[config.mk]
export PLATFORM = sky130hd
export DESIGN_NAME = morse_keyer_ctrl
export DESIGN_NICKNAME = d
export VERILOG_FILES = /design/src/rtl/morse_pkg.sv /design/src/rtl/morse_en_reg.sv /design/src/rtl/morse_tick_gen.sv /design/src/rtl/morse_keyer_ctrl.sv
export SDC_FILE = /design/constraint.sdc
export NUM_CORES = 1
export LEC_CHECK = 0
export BUFFER_PORTS_ARGS = -buffer_cell sky130_fd_sc_hd__buf_2
export CORE_MARGIN = 2
export CORE_UTILIZATION = 35
export DETAILED_ROUTE_END_ITERATION = 10
export HOLD_SLACK_MARGIN = 0.1
export PLACE_DENSITY_LB_ADDON = 0.05
export SLEW_MARGIN = 20
export SYNTH_ARGS = -nofsm -noshare
export SYNTH_HDL_FRONTEND = slang
export SYNTH_SLANG_ARGS = --single-unit
[constraint.sdc]
create_clock -name clk -period 2.1 [get_ports clk]
set_clock_uncertainty 0.2 [all_clocks]
set_input_delay 0.42 -clock clk [delete_from_list [all_inputs] [get_ports clk]]
set_output_delay 0.42 -clock clk [all_outputs]
set_load 0.01 [all_outputs]
[src/rtl/morse_pkg.sv]
// Shared types and sizes for the Morse receive-path sequencing logic.
package morse_pkg;
  localparam int MAX_ELEMS = 5;
  localparam int PAT_W     = 5;
  localparam int LEN_W     = 3;

  typedef enum logic [1:0] {
    IDLE,
    MARK,
    GAP_IN,
    GAP_WORD
  } state_e;

  typedef struct packed {
    logic             err;
    logic [LEN_W-1:0] len;
    logic [PAT_W-1:0] pattern;
  } letter_t;
endpackage

[src/rtl/morse_en_reg.sv]
// Enabled register cell: loads d when en is high, otherwise holds.
module morse_en_reg #(
  parameter int W = 1
) (
  input  logic         clk,
  input  logic         rst_n,
  input  logic         en,
  input  logic [W-1:0] d,
  output logic [W-1:0] q
);
  logic [W-1:0] data_q, data_d;

  always_comb data_d = en ? d : data_q;

  always_ff @(posedge clk or negedge rst_n) begin
    if (!rst_n) data_q <= '0;
    else        data_q <= data_d;
  end

  assign q = data_q;
endmodule

[src/rtl/morse_tick_gen.sv]
// Free-running prescaler; tick is high for the last clk cycle of each time unit.
module morse_tick_gen #(
  parameter int TICK_DIV = 4
) (
  input  logic clk,
  input  logic rst_n,
  output logic tick
);
  localparam int PW = $clog2(TICK_DIV);
  localparam logic [PW-1:0] LAST = PW'(TICK_DIV - 1);

  logic [PW-1:0] cnt_q, cnt_d;

  always_comb begin
    tick  = (cnt_q == LAST);
    cnt_d = tick ? '0 : cnt_q + PW'(1);
  end

  always_ff @(posedge clk or negedge rst_n) begin
    if (!rst_n) cnt_q <= '0;
    else        cnt_q <= cnt_d;
  end
endmodule

[src/rtl/morse_keyer_ctrl.sv]
// Times key marks/spaces in ticks, collects dot/dash elements into letters and
// hands each letter to the lookup stage over valid/ready; pulses on word gaps.
module morse_keyer_ctrl
  import morse_pkg::*;
#(
  parameter int TICK_DIV   = 4,
  parameter int DASH_MIN   = 2,
  parameter int LETTER_GAP = 3,
  parameter int WORD_GAP   = 7,
  parameter int CW         = 8
) (
  input  logic             clk,
  input  logic             rst_n,
  input  logic             key,
  output logic [PAT_W-1:0] out_pattern,
  output logic [LEN_W-1:0] out_len,
  output logic             out_err,
  output logic             out_valid,
  input  logic             out_ready,
  output logic             word_gap,
  output logic             overrun
);
  localparam logic [CW-1:0] DASH_LEN = CW'(DASH_MIN);
  localparam logic [CW-1:0] LG_LAST  = CW'(LETTER_GAP - 1);
  localparam logic [CW-1:0] WG_LAST  = CW'(WORD_GAP - 1);

  logic          tick, rise, fall;
  logic          key_q, key_d;
  logic [CW-1:0] dur_q, dur_d;
  state_e        state_q, state_d;
  logic          append, emit, load_out, store_en;
  logic          out_valid_q, out_valid_d;
  logic          word_gap_q, word_gap_d;
  logic          overrun_q, overrun_d;
  letter_t       store_q, store_d, letter_q;

  morse_tick_gen #(.TICK_DIV(TICK_DIV)) u_tick (
    .clk  (clk),
    .rst_n(rst_n),
    .tick (tick)
  );

  always_comb begin
    key_d = key;
    rise  = key & ~key_q;
    fall  = ~key & key_q;
    dur_d = dur_q;
    if (rise | fall)               dur_d = '0;
    else if (tick && dur_q != '1)  dur_d = dur_q + CW'(1);
  end

  // Rise is tested first in the gap states so that a new mark always wins over an emit tick.
  always_comb begin
    state_d    = state_q;
    append     = 1'b0;
    emit       = 1'b0;
    word_gap_d = 1'b0;
    case (state_q)
      IDLE:     if (rise) state_d = MARK;
      MARK:     if (fall) begin
                  append  = 1'b1;
                  state_d = GAP_IN;
                end
      GAP_IN:   if (rise) state_d = MARK;
                else if (tick && dur_q == LG_LAST) begin
                  emit    = 1'b1;
                  state_d = GAP_WORD;
                end
      GAP_WORD: if (rise) state_d = MARK;
                else if (tick && dur_q == WG_LAST) begin
                  word_gap_d = 1'b1;
                  state_d    = IDLE;
                end
      default:  state_d = IDLE;
    endcase
  end

  always_comb begin
    store_en = append | emit;
    store_d  = store_q;
    if (emit) begin
      store_d = '0;
    end else if (append) begin
      if (store_q.len == LEN_W'(MAX_ELEMS)) begin
        store_d.err = 1'b1;
      end else begin
        store_d.pattern = store_q.pattern | (PAT_W'(dur_q >= DASH_LEN) << store_q.len);
        store_d.len     = store_q.len + LEN_W'(1);
      end
    end
  end

  // A held letter may be replaced only in the same cycle it is being accepted.
  always_comb begin
    load_out    = emit & (~out_valid_q | out_ready);
    overrun_d   = emit & ~load_out;
    out_valid_d = out_valid_q;
    if (load_out)       out_valid_d = 1'b1;
    else if (out_ready) out_valid_d = 1'b0;
  end

  morse_en_reg #(.W($bits(letter_t))) u_store (
    .clk  (clk),
    .rst_n(rst_n),
    .en   (store_en),
    .d    (store_d),
    .q    (store_q)
  );

  morse_en_reg #(.W($bits(letter_t))) u_out (
    .clk  (clk),
    .rst_n(rst_n),
    .en   (load_out),
    .d    (store_q),
    .q    (letter_q)
  );

  always_ff @(posedge clk or negedge rst_n) begin
    if (!rst_n) begin
      key_q       <= 1'b0;
      dur_q       <= '0;
      state_q     <= IDLE;
      out_valid_q <= 1'b0;
      word_gap_q  <= 1'b0;
      overrun_q   <= 1'b0;
    end else begin
      key_q       <= key_d;
      dur_q       <= dur_d;
      state_q     <= state_d;
      out_valid_q <= out_valid_d;
      word_gap_q  <= word_gap_d;
      overrun_q   <= overrun_d;
    end
  end

  assign out_pattern = letter_q.pattern;
  assign out_len     = letter_q.len;
  assign out_err     = letter_q.err;
  assign out_valid   = out_valid_q;
  assign word_gap    = word_gap_q;
  assign overrun     = overrun_q;
endmodule

# After elaboration in Yosys (flattened, before gate mapping)
# Index checks and enable logic that the tools add are counted.
[op_classes] addsub=3 order_cmp=1 n_eq_ne=13 shifts=1 muxes=24 bitwise=12 n_reduce_logical=11
[ops] op="2-to-1 mux 8 bit" count=3
[ops] op="2-to-1 mux 9 bit" count=2
[ops] op="2-to-1 mux 2 bit" count=7
[ops] op="2-to-1 mux 1 bit" count=11
[ops] op="adder 8 x 1 -> 8 bit, second input constant" count=1
[ops] op="== test 8 x 2 -> 1 bit, second input constant" count=1
[ops] op="== test 8 x 3 -> 1 bit, second input constant" count=1
[ops] op=">= comparator 8 x 2 -> 1 bit, second input constant" count=1
[ops] op="inequality test 8 bit, second input constant" count=1
[ops] op="case mux 2 bit (4 select lines)" count=1
[ops] op="nonzero test 2 bit" count=4
[ops] op="== test 2 bit, second input constant" count=3
[ops] op="inequality test 2 bit, second input constant" count=3
[ops] op="inequality test 3 bit, second input constant" count=2
[ops] op="AND reduction 3 bit" count=2
[ops] op="bitwise OR 5 bit" count=1
[ops] op="left shift 1 x 3 -> 5 bit" count=1
[ops] op="bitwise AND 1 bit" count=4
[ops] op="inverter 1 bit" count=4
[ops] op="AND reduction 4 bit" count=1
[ops] op="adder 3 x 1 -> 3 bit, second input constant" count=1
[ops] op="== test 3 bit, second input constant" count=1
[ops] op="logical AND 1 bit" count=3
[ops] op="bitwise OR 1 bit" count=3
[ops] op="other kinds (3)" count=3
[totals] register_bits=34 input_bits=4 elab_cells=75

# Logic depth before layout (Yosys ltp)
# Gate-level depths: netlist (run 1).
[logic_depth] word_depth=8 depth_mapped=6 depth_no_buf=6

# Cells and area by module
# A second synthesis (run 1) with hierarchy kept.
[hier_totals] hier_cells=155 hier_area_um2=1805.5
[modules_own_cells] mod="morse_keyer_ctrl" n_inst=1 cells_each=113 area_each_um2=996.0 seq_area_each_um2=350.3
[modules_own_cells] mod="morse_en_reg" n_inst=2 cells_each=19 area_each_um2=371.6 seq_area_each_um2=225.2
[modules_own_cells] mod="morse_tick_gen" n_inst=1 cells_each=4 area_each_um2=66.3 seq_area_each_um2=50.0

# Worst setup path after synthesis (run 1)
# Ideal clock, no wire load.
[synth_timing] kind="input-to-reg" start="input port key" end="register u_out.data_q[7] (netlist: u_out.q[7])" setup_time_ns=0.125 t_arrival_ns=1.912 path_slack_ns=-0.137 path_stages=5 n_path_buf=0 cell_sequence="ha_1 or4b_4 nor3_4 nand2_4 mux2_4"
[synth_via] elab_chain_cells=4
[synth_rtl] item="start, declared" line_no="morse_keyer_ctrl.sv:14" rtl="input logic key,"
[synth_rtl] item="bitwise AND 1 bit" line_no="morse_keyer_ctrl.sv:45" rtl="rise = key & ~key_q;"
[synth_rtl] item="2-to-1 mux 1 bit" line_no="morse_keyer_ctrl.sv:64" rtl="GAP_IN: if (rise) state_d = MARK;"
[synth_rtl] item="2-to-1 mux 1 bit" line_no="morse_keyer_ctrl.sv:58" rtl="case (state_q)"
[synth_rtl] item="bitwise AND 1 bit" line_no="morse_keyer_ctrl.sv:95" rtl="load_out = emit & (~out_valid_q | out_ready);"
[synth_rtl] item="end signal, assigned" line_no="morse_en_reg.sv:17" rtl="else data_q <= data_d;"
[synth_rtl] item="end, declared" line_no="morse_en_reg.sv:11" rtl="logic [W-1:0] data_q, data_d;"
# Every way passes these cells.
# A chain may end at the register's enable or synchronous reset.

# Worst setup path after layout (run 1)
[layout_timing] start="register key_q" end="register u_out.data_q[7] (netlist: u_out.q[7])"
[layout_via] elab_chain_cells=5
[layout_rtl] item="start, declared" line_no="morse_keyer_ctrl.sv:28" rtl="logic key_q, key_d;"
[layout_rtl] item="start signal, assigned" line_no="morse_keyer_ctrl.sv:127" rtl="key_q <= key_d;"
[layout_rtl] item="inverter 1 bit" line_no="morse_keyer_ctrl.sv:45"
[layout_rtl] item="bitwise AND 1 bit" line_no="morse_keyer_ctrl.sv:45"
[layout_rtl] item="2-to-1 mux 1 bit" line_no="morse_keyer_ctrl.sv:64"
[layout_rtl] item="2-to-1 mux 1 bit" line_no="morse_keyer_ctrl.sv:58"
[layout_rtl] item="bitwise AND 1 bit" line_no="morse_keyer_ctrl.sv:95"
# Every way passes these cells.

==> flow_summary.toml, run 1 <==
[layout]
antenna_cells_inserted = 0
post-route-cell-area_um2 = 1900
fillerInstances = 416
layout.area.seq_um2 = 851
nets_finish = 183
post_route_cells_drive_above_1_share_pct = 28.9
synthToLayoutAreaGrowth_pct = 20.5
multi_input_comb_area_um2 = 696

[detailed_routing]
viasPerCell = 5.16
metal1_wirelength_mm = 1.48
routed_wirelength_mm = 3.10
vias = 1161
met2_routed_length_mm = 1.48
wl_per_cell_um = 13.8
topRoutingLayerUsed = "met4"
detail_route.drc_violations = 0
drt_pre_antenna_iters = 6
route.antenna.remaining_nets = 0
dr_wl_met3_um = 108
drt_iter0_drc = 64

[clock_tree]
max-clock-path-buffers = 2
numCtsBuffers = 5
cts_root_buf = "clkbuf_8"
tritoncts = "built"
cts.htree.levels = 2
clkTransAtPathRegs_ps = 70
worstSkewPairLatency_ps = 280
cts.sink_count = 34
post-cts-setup-buffer-count = 0

[timing]
worst_slew_margin_rel_pct = 47.8
setup_repair_after_global_routing_missed_its_margin = "yes"
worstMarginPinSlew_ps = 783
fin_crit_sh_pct = 97.2
finalWorstSetupSlack_ps = 57.8
clock.fmax_mhz = 490
slew_viol_final = 0
totalNegativeSetupSlack_ps = 0
finalCriticalPeriod_ps = 2040
timing.final.hold_violations = 0
number_of_setup_violations_in_the_final_report = 0
fin_hold_ws_ps = 235

[yosys]
syn_inst = 141
post_synth_and_or_nand_nor_area_fraction_pct = 18.2
synth_top_family_by_area = "simple AND/OR/NAND/NOR gates"
synthMuxAreaShare_pct = 6.89
number_of_distinct_standard_cells_referenced_by_the_synthesized_netlist = 32
most_area_hungry_cell_type_in_the_yosys_netlist = "dfrtp_1"
synth.yosys.seq_area_share_pct = 53.9
synth_area_leaders = "dfrtp_1 54%, ha_1 5.5%, mux2_2 5.0%"
ys_warn_count = 0
synth_largest_type_area_fraction_pct = 53.9
synthAdderAreaFrac_pct = 5.55
synth.cell_area_um2 = 1580
async_sr_flop_fraction_pct = 100
synth_xor_area_share_pct = 1.66
ys_top_cells_by_count = "34 x dfrtp_1, 15 x nor2_1, 8 x nand2_1"
synth_enable_flop_cells = 0
mean_syn_cell_area_um2 = 11.2
postSynthRegisterBits = 34
synth_fp_nets = 152
synth_flop_cell = "dfrtp_1"
synth_most_common_cell = "dfrtp_1"
synth_compound_area_share_pct = 10.9

[grt]
antenna_found_initial = 0
grt_usage_pct = 14.1
grt_max_degree = 35
first_global_vias = 1130
overflow = 0
global_route_wire_length_before_repair_mm = 5.48

[hold_path]
worst_hold_path_type = "reg2reg"

[placed_design]
port_buffers = 15
place.gp.congestion = 0.813
dpl.hpwl_mm = 2.25
pre_cts_ws_ps = -122
placedInstanceArea_um2 = 1790

[floorplanning]
floorplan.die.width_um = 71.2
rows = 24
die_h_um = 71.2
core_area_um2 = 4350
die-area_um2 = 5060
start_util_pct = 36.3
io_pins = 16

[setup_path]
crit_required_ps = 2070
critical_path.startpoint_type = "flop"
reg2reg_slack_ps = 60
worst_r2r_startpoint = "key_q"
setup.worst_path.end = "u_out.q[7]"
reg2reg_depth = 6
crit_arrival_ps = 2010
criticalPathCategory = "reg2reg"
crit-reg2reg-capture = "u_out.q[7]"
timing.critical_path.fanout_max = 9
worst_setup_path_end_kind = "flop"
crit_path_start = "key_q"

[pwr]
leakagePower_nw = 0.903
finalPower_mw = 1.55
vdd_ir_drop_max_mv = 0.236
cellPowerDensity_nw_per_um2 = 813

[status]
outcome = "finished, final reports clean"

[flow_run]
maxCapViolCount = 0
[report_power, final]
part	internal, mW	switching [mW]	total, mW
registers	0.722	0.0876	0.809
logic	0.111	0.125	0.236
clock network	0.263	0.239	0.502
total	1.10	0.452	1.55
[worst max-delay path: stages, from the launching register on]
cell and delay [ps]:
dfrtp_1 370, inv_2 50, ha_4 150, or4b_4 530, nor3_4 180, nand2_4 140, mux2_4 310
[cell families (layout without fill, tap and decap cells)]
group                      count (synthesis)  count (layout)
DFF                                       34              34
buffers and inverters                     10              42
adders and majority gates                  7               7
AOI/OAI and AO/OA                         27              27
xor gates and xnor gates                   3               3
muxes                                      9               9
and+or+nand+nor                           51              51
[through the flow]
stage	instances	util, %
floorplan	141	-
global placement	215	41.1
detailed placement	215	41.1
CTS	225	43.7
global route	225	43.7
finish	225	43.7
[routing by layer]
| metal | track usage, % | up-vias |
|---|---|---|
| met2 | 20.9 | 25 |
| met1 | 18.7 | 563 |
| li1 | - | 569 |
| met5 | 0 | - |
| met3 | 5.27 | 4 |
| met4 | 5.45 | 0 |
[registers in the layout, summed over array words and instances, names as in the netlist]
name and flops:
out_valid 1, key_q 1, u_store.q 9, dur_q 8, overrun 1, u_tick.cnt_q 2, state_q 2, word_gap 1
u_out.q 9
[worst min-delay path by stage]
stage	from	end	slack, ps	cells past startpoint
2_1_floorplan	rst_n	dur_q[0]	-80	0
3_3_place_gp	u_tick.cnt_q[0]	u_tick.cnt_q[0]	220	1
3_5_place_dp	u_tick.cnt_q[0]	u_tick.cnt_q[0]	230	1
4_1_cts	u_tick.cnt_q[0]	u_tick.cnt_q[0]	240	1
5_1_grt	u_tick.cnt_q[0]	u_tick.cnt_q[0]	270	1
6_report	u_tick.cnt_q[0]	u_tick.cnt_q[0]	240	1
[placed cells by master (no fill, tap or decap), types with 3 or more instances in the layout]
master    Yosys  final
a21oi_1       5      5
ha_1          7      6
mux2_2        7      7
xnor2_1       3      3
nand2b_1      3      3
nand2_1       8      8
clkbuf_8      0      6
nor4_1        3      3
dfrtp_1      34     34
nand3_1       5      5
o21ai_0       4      4
buf_2         0     15
a31oi_1       7      7
inv_1         7      6
a211oi_1      7      7
buf_4         0     10
nor2_1       15     15
nor3_1        4      4
[final cells by class]
class / count / share of cell area [%]
clock buffer: 6 / 4.34
clock inverter: 2 / 0.657
inverter: 7 / 1.38
multi-input combinational: 97 / 36.6
sequential: 34 / 44.7
tap: 52 / 3.42
timing repair buffer: 27 / 8.94
[repair_timing]
item                                    CTS  global route
resized for setup                         0             1
endpoints found under the setup margin    0             9
hold buffers                              2             0
endpoints found under the hold margin    35             0
No activity file was read; power rests on OpenSTA's default activity.
==> run 2: changes to the inputs <==
- clock period: 2.1 -> 2.2 ns (I/O delays scaled with it)
==> run 2 against run 1 <==
Largest cell class unchanged; maximum frequency fell by 0.75%; flip-flop and latch count did not move; sequential power fell by 4.7%; count of clock-buffer cells in the layout rose by 1; design area fell by 2.3%; die area did not move; final cell count fell by 2.2%; power fell by 5.6%; first-iteration DRC count fell by 55%; routed wire length fell by 1.0%; via count fell by 1.9%; combinational power fell by 9.3%.
==> flow_summary.toml, run 2 (synthesized netlist as in run 1, its figures left out) <==
[status]
outcome = "finished, final reports clean"

[clock_tree]
cts_root_buf = "clkbuf_8"
numCtsBuffers = 5
post-cts-setup-buffer-count = 0
cts.htree.levels = 2
post_cts_resize_count = 0
cts.sink_count = 34
max-clock-path-buffers = 2
tritoncts = "built"
worstSkewPairLatency_ps = 290
clkTransAtPathRegs_ps = 70

[floorplanning]
core_area_um2 = 4350
die_h_um = 71.2
rows = 24
io_pins = 16
die-area_um2 = 5060
floorplan.die.width_um = 71.2
start_util_pct = 36.3

[placed_design]
dpl.hpwl_mm = 2.23
port_buffers = 15
pre_cts_ws_ps = -31.7
place.gp.congestion = 0.843
dp_cell_count = 211

[grt]
antenna_found_initial = 0
overflow = 0
first_global_vias = 1123
grt_max_degree = 35
grt_usage_pct = 13.8
global_route_wire_length_before_repair_mm = 5.38

[layout]
instances_no_fill = 220
post_route_cells_drive_above_1_share_pct = 26.2
nets_finish = 178
mostFrequentLayoutCell = "dfrtp_1"
multi_input_comb_area_um2 = 696
layout_common_cells = "34 x dfrtp_1, 15 x nor2_1, 15 x buf_2"
synthToLayoutAreaGrowth_pct = 17.7
layout.area.seq_um2 = 851
fillerInstances = 415
antenna_cells_inserted = 0

[timing]
finalCriticalPeriod_ps = 2060
worstMarginPinSlew_ps = 765
fin_crit_sh_pct = 93.5
timing.final.hold_violations = 0
clock.fmax_mhz = 486
slew_viol_final = 0
setup_repair_after_global_routing_missed_its_margin = "no"
number_of_setup_violations_in_the_final_report = 0
worst_slew_margin_rel_pct = 49.0
fin_hold_ws_ps = 114
finalWorstSetupSlack_ps = 142

[setup_path]
critical_path.startpoint_type = "flop"
crit_required_ps = 2170
crit_arrival_ps = 2030
worst_setup_path_end_kind = "flop"
criticalPathCategory = "reg2reg"
timing.critical_path.fanout_max = 9

[pwr]
power.net_switching_mw = 0.418
p_comb_share_pct = 14.6
cellPowerDensity_nw_per_um2 = 786
seq_power_share_pct = 52.8
sw_frac_of_total_pct = 28.6
share_clk_of_total_power_pct = 32.6
power_report.internal_total_mw = 1.04
vdd_ir_drop_max_mv = 0.281
leakagePower_nw = 0.879

[detailed_routing]
routed_wirelength_mm = 3.07
drt_iter0_drc = 29
vias = 1139
route.antenna.remaining_nets = 0
viasPerCell = 5.18
drt_pre_antenna_iters = 4
wl_per_cell_um = 14.0
detail_route.drc_violations = 0

[hold_path]
worst_hold_path_type = "in2reg"

[flow_run]
maxCapViolCount = 0
## run 2: cell types whose count changed in the layout (fill, tap and decap cells not counted)
cell	before	now
clkbuf_1	0	1
inv_1	6	7
dlygate4sd3_1	2	1
buf_4	10	6
inv_2	1	0
clkinvlp_4	1	0
## run 2: layer usage
layer	vias up	part of all wire, %	global-route usage [%]
met5	-	0	0
met4	0	1.4	4.40
met3	5	3.1	4.70
met2	16	50	22.2
met1	560	46	17.5
li1	558	-	-
## run 2: repair_timing
action,in CTS,in global routing
endpoints found under the setup margin,0,0
hold buffers,1,0
endpoints found under the hold margin,34,0
## run 2: path summary, 6_finish.rpt
kind,startpoint,to,slack [ps],depth (start not counted)
max in group asynchronous,rst_n,u_tick.cnt_q[1],750,2
max reg2reg,key_q,u_out.q[8],140,6
max,key_q,u_out.q[8],140,6
min,key,key_q,110,1
min in group asynchronous,rst_n,overrun,570,2
min reg2reg,u_tick.cnt_q[0],u_tick.cnt_q[0],230,1
## run 2: through the flow
| step | util (%) | setup TNS, ps | power, mW | cell area, um^2 |
|---|---|---|---|---|
| floorplan | - | 0 | 0.916 | 1590 |
| global placement | 40.4 | -23.6 | 0.994 | 1760 |
| detailed placement | 40.4 | -92.3 | 1.00 | 1760 |
| CTS | 42.7 | 0 | 1.48 | 1860 |
| global route | 42.7 | 0 | 1.56 | 1860 |
| finish | 42.7 | 0 | 1.46 | 1860 |
## run 2: power groups by stage
stage          combinational, mW  sequential [mW]  clock (mW)
6_report                   0.214            0.771       0.476
5_1_grt                    0.254            0.788       0.521
4_1_cts                    0.219            0.771       0.493
3_5_place_dp               0.217            0.783           0
3_3_place_gp               0.211            0.784           0
2_1_floorplan              0.160            0.756           0
## run 2: layout make-up
type | instances | area share (%)
flip-flops and latches | 34 | 45.8
clock buffers | 7 | 4.64
multi-input cells | 97 | 37.4
repair buffers | 22 | 7.00
well taps | 52 | 3.50
clock inverters | 1 | 0.269
inverters | 7 | 1.41
## run 2: worst max-delay path: stages (launching register included)
cell	delay, ps
dfrtp_1	350
inv_1	70
ha_4	160
or4b_4	530
nor3_4	180
nand2_4	140
mux2_4	320
==> run 3: changes to the inputs <==
- TNS_END_PERCENT: default -> 1
- clock period: 2.2 -> 2.6 ns (I/O delays scaled with it)
==> run 3 against run 2 <==
Flip-flop and latch count is the same; worst setup slack improved by 360 ps; largest cell class unchanged; count of clock-buffer cells in the layout decreased by 2; final cell count fell by 2.7%; sequential share of layout area rose by 1.7 points; largest power group unchanged; power shrank 18%; worst hold slack got worse by 6.5 ps; die area is the same; core utilization decreased by 1.5 points; critical endpoint is now u_out.q[7]; highest routed layer unchanged; routed wire length fell by 1.0%.
==> flow_summary.toml, run 3 (synthesized netlist as in run 1, its figures left out) <==
[timing]
fin_hold_ws_ps = 108
slew_viol_final = 0
totalNegativeSetupSlack_ps = 0
timing.final.hold_violations = 0
fin_crit_sh_pct = 80.8
worst_slew_margin_rel_pct = 47.7
clock.fmax_mhz = 476
setup_repair_after_global_routing_missed_its_margin = "no"
finalCriticalPeriod_ps = 2100
worstMarginPinSlew_ps = 785
number_of_setup_violations_in_the_final_report = 0

[floorplanning]
floorplan.die.width_um = 71.2
die_h_um = 71.2
start_util_pct = 36.3
core_area_um2 = 4350
rows = 24
io_pins = 16
die-area_um2 = 5060

[layout]
mostFrequentLayoutCell = "dfrtp_1"
synthToLayoutAreaGrowth_pct = 13.6
layout.core_utilization_pct = 41.2
post_route_cells_drive_above_1_share_pct = 24.1
antenna_cells_inserted = 0
layout_common_cells = "34 x dfrtp_1, 15 x nor2_1, 15 x buf_2"
nets_finish = 173

[setup_path]
timing.critical_path.max_delay_family = "simple AND/OR/NAND/NOR gates"
worst_path_largest_cell_delay_ps = 550
worst-path-buf-inv = 1
critical_path.startpoint_type = "flop"
reg2reg_depth = 6
crit_arrival_ps = 2070
crit_required_ps = 2570
timing.critical_path.fanout_max = 9
crit-reg2reg-capture = "u_out.q[7]"
cpMaxStageDelayCell = "or4b_4"
criticalPathCategory = "reg2reg"
reg2reg_slack_ps = 500
worst_r2r_startpoint = "key_q"
timing.critical_path.cells = "inv_1 -> ha_1 -> or4b_4 -> nor3_4 -> nand2_4 -> mux2_4"
worst_setup_path_end_kind = "flop"

[detailed_routing]
viasPerCell = 5.22
drt_pre_antenna_iters = 4
drt_iter0_drc = 92
routed_wirelength_mm = 3.04
wl_per_cell_um = 14.2
detail_route.drc_violations = 0
route.antenna.remaining_nets = 0
vias = 1117

[placed_design]
place.gp.congestion = 0.807
dpl.hpwl_mm = 2.14
port_buffers = 15

[clock_tree]
clkTransAtPathRegs_ps = 70
cts.hold.buffers_added = 0
max-clock-path-buffers = 2
post-cts-setup-buffer-count = 0
numCtsBuffers = 5
tritoncts = "built"
cts_root_buf = "clkbuf_8"
post_cts_resize_count = 0
cts.sink_count = 34
worstSkewPairLatency_ps = 290
cts.htree.levels = 2

[hold_path]
worst_hold_path_type = "in2async"

[pwr]
vdd_ir_drop_max_mv = 0.229
cellPowerDensity_nw_per_um2 = 667
leakagePower_nw = 0.851

[status]
outcome = "finished, final reports clean"

[grt]
overflow = 0
global_route_wire_length_before_repair_mm = 5.42
antenna_found_initial = 0
grt_max_degree = 35
first_global_vias = 1147
grt_usage_pct = 14.0

[flow_run]
maxCapViolCount = 0
-- run 3: cell types whose count changed in the layout (fill, tap and decap cells not counted) --
cell,previous run,this run
buf_4,6,2
clkbuf_1,1,0
clkbuf_8,6,5
clkinv_2,1,2
dlygate4sd3_1,1,0
ha_1,6,7
ha_4,1,0
-- run 3: worst max-delay path by stage --
stage	from	endpoint	cells past startpoint
3_3_place_gp	key	u_out.q[7]	6
4_1_cts	key_q	u_out.q[7]	6
6_report	key_q	u_out.q[7]	6
5_1_grt	key_q	u_out.q[7]	6
3_5_place_dp	key	u_out.q[8]	6
2_1_floorplan	key	u_out.q[7]	5
-- run 3: final cells by class --
| type | instances | area [um^2] |
|---|---|---|
| Fill cell | 419 | 2560 |
| Sequential cell | 34 | 851 |
| Multi-Input combinational cell | 97 | 683 |
| Timing Repair Buffer | 17 | 90.1 |
| Clock buffer | 5 | 68.8 |
| Tap cell | 52 | 65.1 |
| Inverter | 7 | 26.3 |
| Clock inverter | 2 | 10.0 |
-- run 3: where the power goes --
group	internal [mW]	switching (mW)	leakage (nW)
combinational	0.0782	0.0951	0.353
clock	0.179	0.189	0.0438
sequential	0.583	0.0712	0.455
total	0.841	0.356	0.851
-- run 3: per-stage QoR --
stage               setup slack [ps]  cells  total power, mW  instance area (um^2)
global placement                 238    207            0.830                  1720
detailed placement               220    207            0.841                  1720
CTS                              501    214             1.21                  1790
global route                     440    214             1.29                  1790
finish                           500    214             1.20                  1790
floorplan                        263    141            0.774                  1580
-- run 3: routing by layer --
metal | GRT usage (%) | up-vias | share of wire [%]
met2 | 23.0 | 19 | 48
met3 | 5.27 | 5 | 4.4
li1 | - | 549 | -
met1 | 16.8 | 544 | 46
met5 | 0 | - | 0
met4 | 5.03 | 0 | 1.6
